## config.mk

```make
export PLATFORM = sky130hd
export DESIGN_NAME = mem_rr_arbiter
export DESIGN_NICKNAME = d
export VERILOG_FILES = /design/src/rtl/mem_rr_arbiter.sv
export SDC_FILE = /design/constraint.sdc
export NUM_CORES = 1
export LEC_CHECK = 0
export ABC_AREA = 1
export ABC_CLOCK_PERIOD_IN_PS = 3500
export CELL_PAD_IN_SITES_DETAIL_PLACEMENT = 1
export CELL_PAD_IN_SITES_GLOBAL_PLACEMENT = 1
export CORE_MARGIN = 2
export CORE_UTILIZATION = 20
export DETAILED_ROUTE_END_ITERATION = 16
export PLACE_DENSITY_LB_ADDON = 0.1
export SLEW_MARGIN = 30
export SYNTH_ARGS = -nofsm -noshare
export SYNTH_HDL_FRONTEND = slang
export SYNTH_SLANG_ARGS = --single-unit
```

## constraint.sdc

```tcl
create_clock -name clk -period 3.5 [get_ports clk]
set_input_delay 1.05 -clock clk [delete_from_list [all_inputs] [get_ports clk]]
set_output_delay 1.05 -clock clk [all_outputs]
set_load 0.02 [all_outputs]
```

## src/rtl/mem_rr_arbiter.sv

```systemverilog
// Round-robin arbiter sharing one memory read/write port among requesters.
// Ports: clk/reset, per-consumer read/write req+resp, memory port, busy, grant_id, timeout_err.
module mem_rr_arbiter #(
  parameter int ADDR_BITS      = 8,
  parameter int DATA_BITS      = 16,
  parameter int NUM_CONSUMERS  = 4,
  parameter int WRITE_ENABLE   = 1,
  parameter int TIMEOUT_CYCLES = 255
) (
  input  logic                             clk,
  input  logic                             reset,
  input  logic [NUM_CONSUMERS-1:0]         consumer_read_valid,
  input  logic [ADDR_BITS-1:0]             consumer_read_address [NUM_CONSUMERS],
  output logic [NUM_CONSUMERS-1:0]         consumer_read_ready,
  output logic [DATA_BITS-1:0]             consumer_read_data [NUM_CONSUMERS],
  input  logic [NUM_CONSUMERS-1:0]         consumer_write_valid,
  input  logic [ADDR_BITS-1:0]             consumer_write_address [NUM_CONSUMERS],
  input  logic [DATA_BITS-1:0]             consumer_write_data [NUM_CONSUMERS],
  output logic [NUM_CONSUMERS-1:0]         consumer_write_ready,
  output logic                             mem_read_valid,
  output logic [ADDR_BITS-1:0]             mem_read_address,
  input  logic                             mem_read_ready,
  input  logic [DATA_BITS-1:0]             mem_read_data,
  output logic                             mem_write_valid,
  output logic [ADDR_BITS-1:0]             mem_write_address,
  output logic [DATA_BITS-1:0]             mem_write_data,
  input  logic                             mem_write_ready,
  output logic                             busy,
  output logic [$clog2(NUM_CONSUMERS)-1:0] grant_id,
  output logic                             timeout_err
);

  localparam int GW = $clog2(NUM_CONSUMERS);
  localparam int CW = (TIMEOUT_CYCLES > 0) ?
                      $clog2(TIMEOUT_CYCLES + 1) : 1;

  typedef enum logic [2:0] {
    IDLE,
    READ_WAIT,
    WRITE_WAIT,
    READ_RELAY,
    WRITE_RELAY
  } state_t;

  state_t                 state_q, state_d;
  logic [GW-1:0]          grant_q, grant_d;
  logic [GW-1:0]          rr_ptr_q, rr_ptr_d;
  logic [DATA_BITS-1:0]   rdata_q, rdata_d;
  logic [CW-1:0]          wait_cnt_q, wait_cnt_d;
  logic                   timeout_err_q, timeout_err_d;

  logic [NUM_CONSUMERS-1:0] req;
  logic [GW:0]              idx;
  logic [GW:0]              next_ptr;
  logic [CW-1:0]            wait_inc;
  logic                     win_found;
  logic [GW-1:0]            win_id;
  logic                     win_rd;

  // Writes only compete for the port when they are enabled.
  assign req = consumer_read_valid |
               ({NUM_CONSUMERS{WRITE_ENABLE != 0}} &
                consumer_write_valid);

  // Rotating scan starting at rr_ptr, wrapping N-1 -> 0.
  always_comb begin
    win_found = 1'b0;
    win_id    = '0;
    idx       = '0;
    for (int i = 0; i < NUM_CONSUMERS; i++) begin
      idx = {1'b0, rr_ptr_q} + (GW+1)'(i);
      if (idx >= (GW+1)'(NUM_CONSUMERS))
        idx = idx - (GW+1)'(NUM_CONSUMERS);
      if (!win_found && req[idx[GW-1:0]]) begin
        win_found = 1'b1;
        win_id    = idx[GW-1:0];
      end
    end
  end

  // A winner holding both valids is served its read first.
  assign win_rd = consumer_read_valid[win_id];

  always_comb begin
    next_ptr = {1'b0, grant_q} + (GW+1)'(1);
    if (next_ptr == (GW+1)'(NUM_CONSUMERS))
      next_ptr = '0;
  end

  // Saturating wait counter; stays at 0 when the check is disabled.
  assign wait_inc = (wait_cnt_q == CW'(TIMEOUT_CYCLES)) ?
                    wait_cnt_q : wait_cnt_q + CW'(1);

  always_comb begin
    state_d       = state_q;
    grant_d       = grant_q;
    rr_ptr_d      = rr_ptr_q;
    rdata_d       = rdata_q;
    wait_cnt_d    = wait_cnt_q;
    timeout_err_d = timeout_err_q;
    unique case (state_q)
      IDLE: begin
        if (win_found) begin
          grant_d    = win_id;
          wait_cnt_d = '0;
          state_d    = win_rd ? READ_WAIT : WRITE_WAIT;
        end
      end
      READ_WAIT: begin
        if (mem_read_ready) begin
          rdata_d = mem_read_data;
          state_d = READ_RELAY;
        end else begin
          wait_cnt_d = wait_inc;
        end
      end
      WRITE_WAIT: begin
        if (mem_write_ready)
          state_d = WRITE_RELAY;
        else
          wait_cnt_d = wait_inc;
      end
      READ_RELAY: begin
        if (!consumer_read_valid[grant_q]) begin
          state_d  = IDLE;
          rr_ptr_d = next_ptr[GW-1:0];
        end
      end
      WRITE_RELAY: begin
        if (!consumer_write_valid[grant_q]) begin
          state_d  = IDLE;
          rr_ptr_d = next_ptr[GW-1:0];
        end
      end
      default: state_d = IDLE;
    endcase
    // Flag only; the pending request keeps waiting.
    if (TIMEOUT_CYCLES != 0 &&
        wait_cnt_d == CW'(TIMEOUT_CYCLES))
      timeout_err_d = 1'b1;
  end

  always_ff @(posedge clk) begin
    if (reset) begin
      state_q       <= IDLE;
      grant_q       <= '0;
      rr_ptr_q      <= '0;
      rdata_q       <= '0;
      wait_cnt_q    <= '0;
      timeout_err_q <= 1'b0;
    end else begin
      state_q       <= state_d;
      grant_q       <= grant_d;
      rr_ptr_q      <= rr_ptr_d;
      rdata_q       <= rdata_d;
      wait_cnt_q    <= wait_cnt_d;
      timeout_err_q <= timeout_err_d;
    end
  end

  // Moore outputs: everything not belonging to the grant is zero.
  always_comb begin
    consumer_read_ready  = '0;
    consumer_write_ready = '0;
    for (int i = 0; i < NUM_CONSUMERS; i++)
      consumer_read_data[i] = '0;
    mem_read_valid    = 1'b0;
    mem_read_address  = '0;
    mem_write_valid   = 1'b0;
    mem_write_address = '0;
    mem_write_data    = '0;
    unique case (state_q)
      READ_WAIT: begin
        mem_read_valid   = 1'b1;
        mem_read_address = consumer_read_address[grant_q];
      end
      WRITE_WAIT: begin
        if (WRITE_ENABLE != 0) begin
          mem_write_valid   = 1'b1;
          mem_write_address = consumer_write_address[grant_q];
          mem_write_data    = consumer_write_data[grant_q];
        end
      end
      READ_RELAY: begin
        consumer_read_ready[grant_q] = 1'b1;
        consumer_read_data[grant_q]  = rdata_q;
      end
      WRITE_RELAY: begin
        consumer_write_ready[grant_q] = 1'b1;
      end
      default: ;
    endcase
  end

  assign busy        = (state_q != IDLE);
  assign grant_id    = grant_q;
  assign timeout_err = timeout_err_q;

endmodule
```

==> run metrics, run 1 <==
detailed-route DRC error count 0; GRT overflow 0; Die ar. 18300 µm²; most common cell after layout, fill and taps aside nor2_1; worst vdd ir about 0.00031 V; First-pass DRT Iterations 4; Slew Limit Fails 0; crit path max fanout 16; total track usage 0.197; fillers 2198; clk slew on worst S/H paths ~50 ps; Post-DRT Antenna Nets 0; worst path buffer plus inverter count 4; CTS tree built; placed cell count 1113; Starting Density 0.206; Net count, final 1064; Rel. slew slack 0.547; gpl congestion between 0.8 and 0.9; initial antenna violation count 0; Worst Hold Path EP timeout_err; drt wl/cell between 15 and 20 µm; Synth top area share 0.235; fin crit period 3370 ps; Post-Syn Area 3440 µm²; worst r2r dst timeout_err; Via Count 5248; Synth area leader nor2_1; reg2reg path depth 13; CTS Buf Count 5; synth unique cells 34; area of the core 16700 µm²; first-pass GRT wire length just under 30000 µm; yosys warns 0; maximum clock frequency 296 MHz; Port Buf Inserts 265; CP Capture Type output pin; final cell count without fillers 1124; syn avg cell area between 5 and 6 µm²; diode count 0; clk sinks 32; worst slew pin tran 678 ps; post-synthesis sequential area ratio 0.186; # IOs between 200 and 300; Critical Path, Cell by Cell inv_2 -> nor3_2 -> inv_1 -> nor2_2 -> inv_2 -> nor2_1 -> clkdlybuf4s50_1; layout cells sized above 1 0.0675; worst r2r src wait_cnt_q[1]; Syn Inst Count 656; clock network latency to the later pin of the worst-skew pair around 280 ps; pwr dens between 500 and 600 nW/µm²; Vias/cell 4.67; CP Launch Type register; DIE WIDTH approximately 140 µm; Max Cap Viol 0; DPL Wire Length approximately 14000 µm; worst setup path class reg2out; required time worst endpoint roughly 2500 ps; Final setup violation count 0; Crit path top cell by count inv_2; root buffer cell clkbuf_16; r2r setup slk 1320 ps; Die H 135 µm; htree depth 2; highest-count cells in the layout ignoring fill and taps nor2_1 (212), clkdlybuf4s50_1 (180), o21ai_0 (87); vias in the first global route 5621; status complete, no violations; Max stage delay on crit path slightly above 600 ps; synth top area cells nor2_1 (23%), dfxtp_1 (19%), o21ai_0 (13%), a21oi_1 (9.5%), nand2_1 (7.9%); top cell family by delay on the critical path buffers and inverters; Arrival @ worst endpoint 2320 ps; Setup Skew around 4.2 ps; endpoints failing hold 0; maximum clock insertion buffer count 2; final core occ 0.396; unrepaired setup endpoints after global routing false; WL final 18500 µm; fin crit share 0.964; DR iter-0 viols 200; Synth-to-Final Area Change 92.4%; # hold bufs at CTS 0; hold wc startpoint timeout_err; Core Rows 47; Crit-path slowest cell clkdlybuf4s50_1; syn nets 817; Hold Crit Depth 2; Yosys reg bits 32; largest net degree at the start of global routing 70; Hold Path Class reg2reg; P_leak 0.00361 µW
==> registers in the layout, indices dropped and copies added, names as in the netlist <==
signal,flops
grant_id,2
rdata_q,16
rr_ptr_q,2
state_q,3
timeout_err,1
wait_cnt_q,8
==> final cells by class <==
class	count	area, µm²	area share
Clock buffer	6	129	0.0195
Clock inverter	2	35.0	0.00530
Inverter	70	275	0.0416
Multi-Input combinational cell	519	2400	0.363
Sequential cell	32	643	0.0972
Tap cell	220	275	0.0416
Timing Repair Buffer	275	2860	0.432
==> timing repair <==
item / in CTS / in global routing
gates resized for setup: 39 / 54
endpoints found under the setup margin: 95 / 56
setup buffers: 3 / 0
==> power by group <==
part           internal [µW]  switching (µW)  total (µW)
Sequential               438            75.2         513
Combinational            831            1510        2340
Clock                    335             163         497
==> metrics by stage <==
| step | total power [µW] | hold WS, ps | instance area [µm²] | setup WS, ps | TNS, ps |
|---|---|---|---|---|---|
| final | 3350 | 456 | 6620 | 126 | 0 |
| after CTS | 3400 | 464 | 6480 | 54.7 | 0 |
| after detailed placement | 2970 | 453 | 6300 | -133 | -2280 |
| after global routing | 3680 | 498 | 6620 | 2.81 | 0 |
| after global placement | 2890 | 453 | 6300 | -112 | -1690 |
| after floorplan | 1980 | 488 | 3440 | -29.9 | -590 |
==> worst max-delay path by stage <==
stage,depth (start not counted),to,from,slack (ps)
global route,7,consumer_read_data[44],state_q[0],3
global placement,6,mem_write_address[7],consumer_write_address[31],-110
CTS,8,consumer_read_data[9],state_q[0],50
floorplan,10,consumer_read_data[53],grant_id[0],-30
detailed placement,6,mem_write_data[9],consumer_write_data[57],-130
finish,7,consumer_read_data[44],state_q[0],130
==> synth_stat cells, drive strengths merged <==
cell	count
a211oi	1
a21oi	65
a22oi	2
a31o	1
buf	6
clkbuf	29
clkinv	3
dfxtp	32
ha	5
inv	67
nand2	82
nand3	24
nand3b	2
nand4	1
nor2	221
nor3	6
o211ai	5
o21a	1
o21ai	96
o22ai	5
or2	1
xor2	1
==> logic make-up (layout without fill, tap and decap cells) <==
family,count (synthesis),in the layout,synth area share
adders and majority gates,5,5,0.0182
buffers and inverters,105,353,0.119
AOI/OAI and AO/OA,176,176,0.268
DFF,32,32,0.186
and+or+nand+nor,337,337,0.406
xor gates and xnor gates,1,1,0.00255
==> routing by layer <==
metal,track usage,up-vias,share of wire
li1,-,2597,-
met1,0.211,2449,0.40
met2,0.376,170,0.50
met3,0.0499,32,0.067
met4,0.0625,0,0.026
met5,0,-,0
==> worst reg2reg max path, cell delays in order, from the launching register on <==
cell	delay (ps)
dfxtp_1	460
ha_1	230
nand2_1	120
inv_1	80
nand2_1	90
nor2_2	270
nand2_1	100
o21ai_1	150
o22ai_1	120
nand3b_1	210
nand2_1	90
nor2_1	40
nand3_1	70
nand2_1	50
Note: power is estimated with default switching activity, not from simulation.
==> run 2, diff against run 1 <==
--- a/config.mk
+++ b/config.mk
@@ -13,6 +13,7 @@
 export CORE_UTILIZATION = 20
 export DETAILED_ROUTE_END_ITERATION = 16
 export PLACE_DENSITY_LB_ADDON = 0.1
+export REMOVE_ABC_BUFFERS = 1
 export SLEW_MARGIN = 30
 export SYNTH_ARGS = -nofsm -noshare
 export SYNTH_HDL_FRONTEND = slang
==> run 2 against run 1 <==
  * Setup slack improved by 11 ps
  * First-iteration DRC count is 4.0% higher
  * Cell count is 0.53% higher
  * Worst hold slack got worse by 6.1 ps
  * Non-clock buffer count rose by 5
  * Via count is 0.74% lower
  * Core utilization is 0.44 points higher
  * Critical path depth up 1
  * Sequential power is essentially flat
==> run metrics, run 2 (same netlist as run 1, synthesis figures left out) <==
DIE WIDTH 135 µm; # IOs around 270; clock network latency to the later pin of the worst-skew pair 280 ps; Die ar. 18300 µm²; top cell family by delay on the critical path buffers and inverters; Critical Path, Cell by Cell inv_2 -> nor3_2 -> inv_1 -> nor2_2 -> clkinvlp_4 -> buf_12 -> nor2_1 -> clkdlybuf4s50_1; vias in the first global route 5427; Starting Density 0.206; Net count, final between 1k and 1.5k; fillers roughly 2.2k; root buffer cell clkbuf_16; status complete, no violations; worst r2r src rr_ptr_q[0]; Setup WS pre-CTS -141 ps; pwr dens 505 nW/µm²; Rel. slew slack 0.522; CP startpoint state_q[0]; Via Count 5209; P_leak 0.00366 µW; Arrival @ worst endpoint 2310 ps; # hold bufs at CTS 0; DR iter-0 viols 208; Crit-path slowest cell clkdlybuf4s50_1; largest net degree at the start of global routing 66; CTS tree built; clk sinks 32; Die H approximately 140 µm; Hold WS 450 ps; area taken by multi-input logic gates 2400 µm²; Max stage delay on crit path ~620 ps; Worst path depth 8; Most flops, register rdata_q; htree depth 2; Final setup violation count 0; gpl congestion 0.893; crit path max fanout 16; Setup Skew roughly 5.2 ps; Regs by FF count rdata_q x16, wait_cnt_q x8, state_q x3; worst r2r dst timeout_err; Vias/cell 4.61; Port Buf Inserts 265; CP Launch Type register; Core Rows 47; worst setup path class reg2out; maximum clock frequency 297 MHz; first-pass GRT wire length 31000 µm; setup ws final between 100 and 150 ps; maximum clock insertion buffer count 2; Hold Path Class reg2reg; Post-DRT Antenna Nets 0; CP Capture Type output pin; reg2reg path depth 14; clk slew on worst S/H paths about 60 ps; drt wl/cell 18.1 µm; DPL Wire Length 16300 µm; fin crit share 0.961; endpoints failing hold 0; CTS Buf Count 5; Synth-to-Final Area Change 94.5%; layout cells sized above 1 0.0792; GRT overflow 0; required time worst endpoint 2450 ps; most common cell after layout, fill and taps aside nor2_1; worst vdd ir 0.000321 V; total track usage 0.217; detailed-route DRC error count 0; CP Capture Point consumer_read_data[17]; final core occ 0.401; storage element area 643 µm²; worst path buffer plus inverter count 5; max FFs per register 16; WL final a little over 20000 µm; fin crit period 3360 ps; highest-count cells in the layout ignoring fill and taps nor2_1 (211), clkdlybuf4s50_1 (178), o21ai_0 (87); initial antenna violation count 1; First-pass DRT Iterations 4; Max Cap Viol 0; r2r setup slk 1330 ps; Slew Limit Fails 0; worst slew pin tran 716 ps; area of the core 16700 µm²
==> run 2: worst register-to-register path, delay by kind of cell (launching register included) <==
family	cells	cell delay, ps
and+or+nand+nor	12	1260
DFF	1	580
AOI/OAI and AO/OA	1	210
buffers and inverters	1	70
==> run 2: power breakdown <==
part           internal [µW]  switching (µW)
sequential               438            73.2
clock                    280             166
combinational            875            1550
==> run 2: per-layer routing <==
| metal | up-vias | GRT usage | routed length, µm |
|---|---|---|---|
| met5 | - | 0 | 0 |
| met4 | 0 | 0.0660 | 595 |
| met3 | 32 | 0.0612 | 1540 |
| met2 | 156 | 0.393 | 10100 |
| met1 | 2417 | 0.246 | 8250 |
| li1 | 2604 | - | - |
==> run 2: worst min-delay path by stage <==
stage                      from          end  depth (start not counted)
floorplan            state_q[0]   state_q[0]                          2
global placement    timeout_err  timeout_err                          2
detailed placement  timeout_err  timeout_err                          2
CTS                 timeout_err  timeout_err                          2
global route        timeout_err  timeout_err                          2
finish              timeout_err  timeout_err                          2
==> run 2: final cells by class <==
| cell class | count | share of cell area |
|---|---|---|
| clock buffer | 6 | 0.0208 |
| tap | 220 | 0.0412 |
| multi-input combinational | 519 | 0.359 |
| clock inverter | 2 | 0.00150 |
| antenna | 1 | 0.000374 |
| sequential | 32 | 0.0961 |
| inverter | 70 | 0.0428 |
| timing repair buffer | 280 | 0.438 |
==> run 2: repair_timing <==
item,in CTS,in global routing
hold endpoints to repair,0,0
buffers inserted,4,0
resized for setup,38,56
endpoints found under the setup margin,92,63
==> run 2: metrics by stage <==
stage / instances / setup TNS, ps / power, µW / instance area [µm²]
3_3_place_gp: 1117 / -1600 / 2940 / 6320
4_1_cts: 1129 / 0 / 3420 / 6550
3_5_place_dp: 1117 / -2550 / 3020 / 6320
5_1_grt: 1129 / -45.0 / 3700 / 6690
2_1_floorplan: 621 / -82690 / 1900 / 3300
6_report: 1130 / 0 / 3380 / 6690
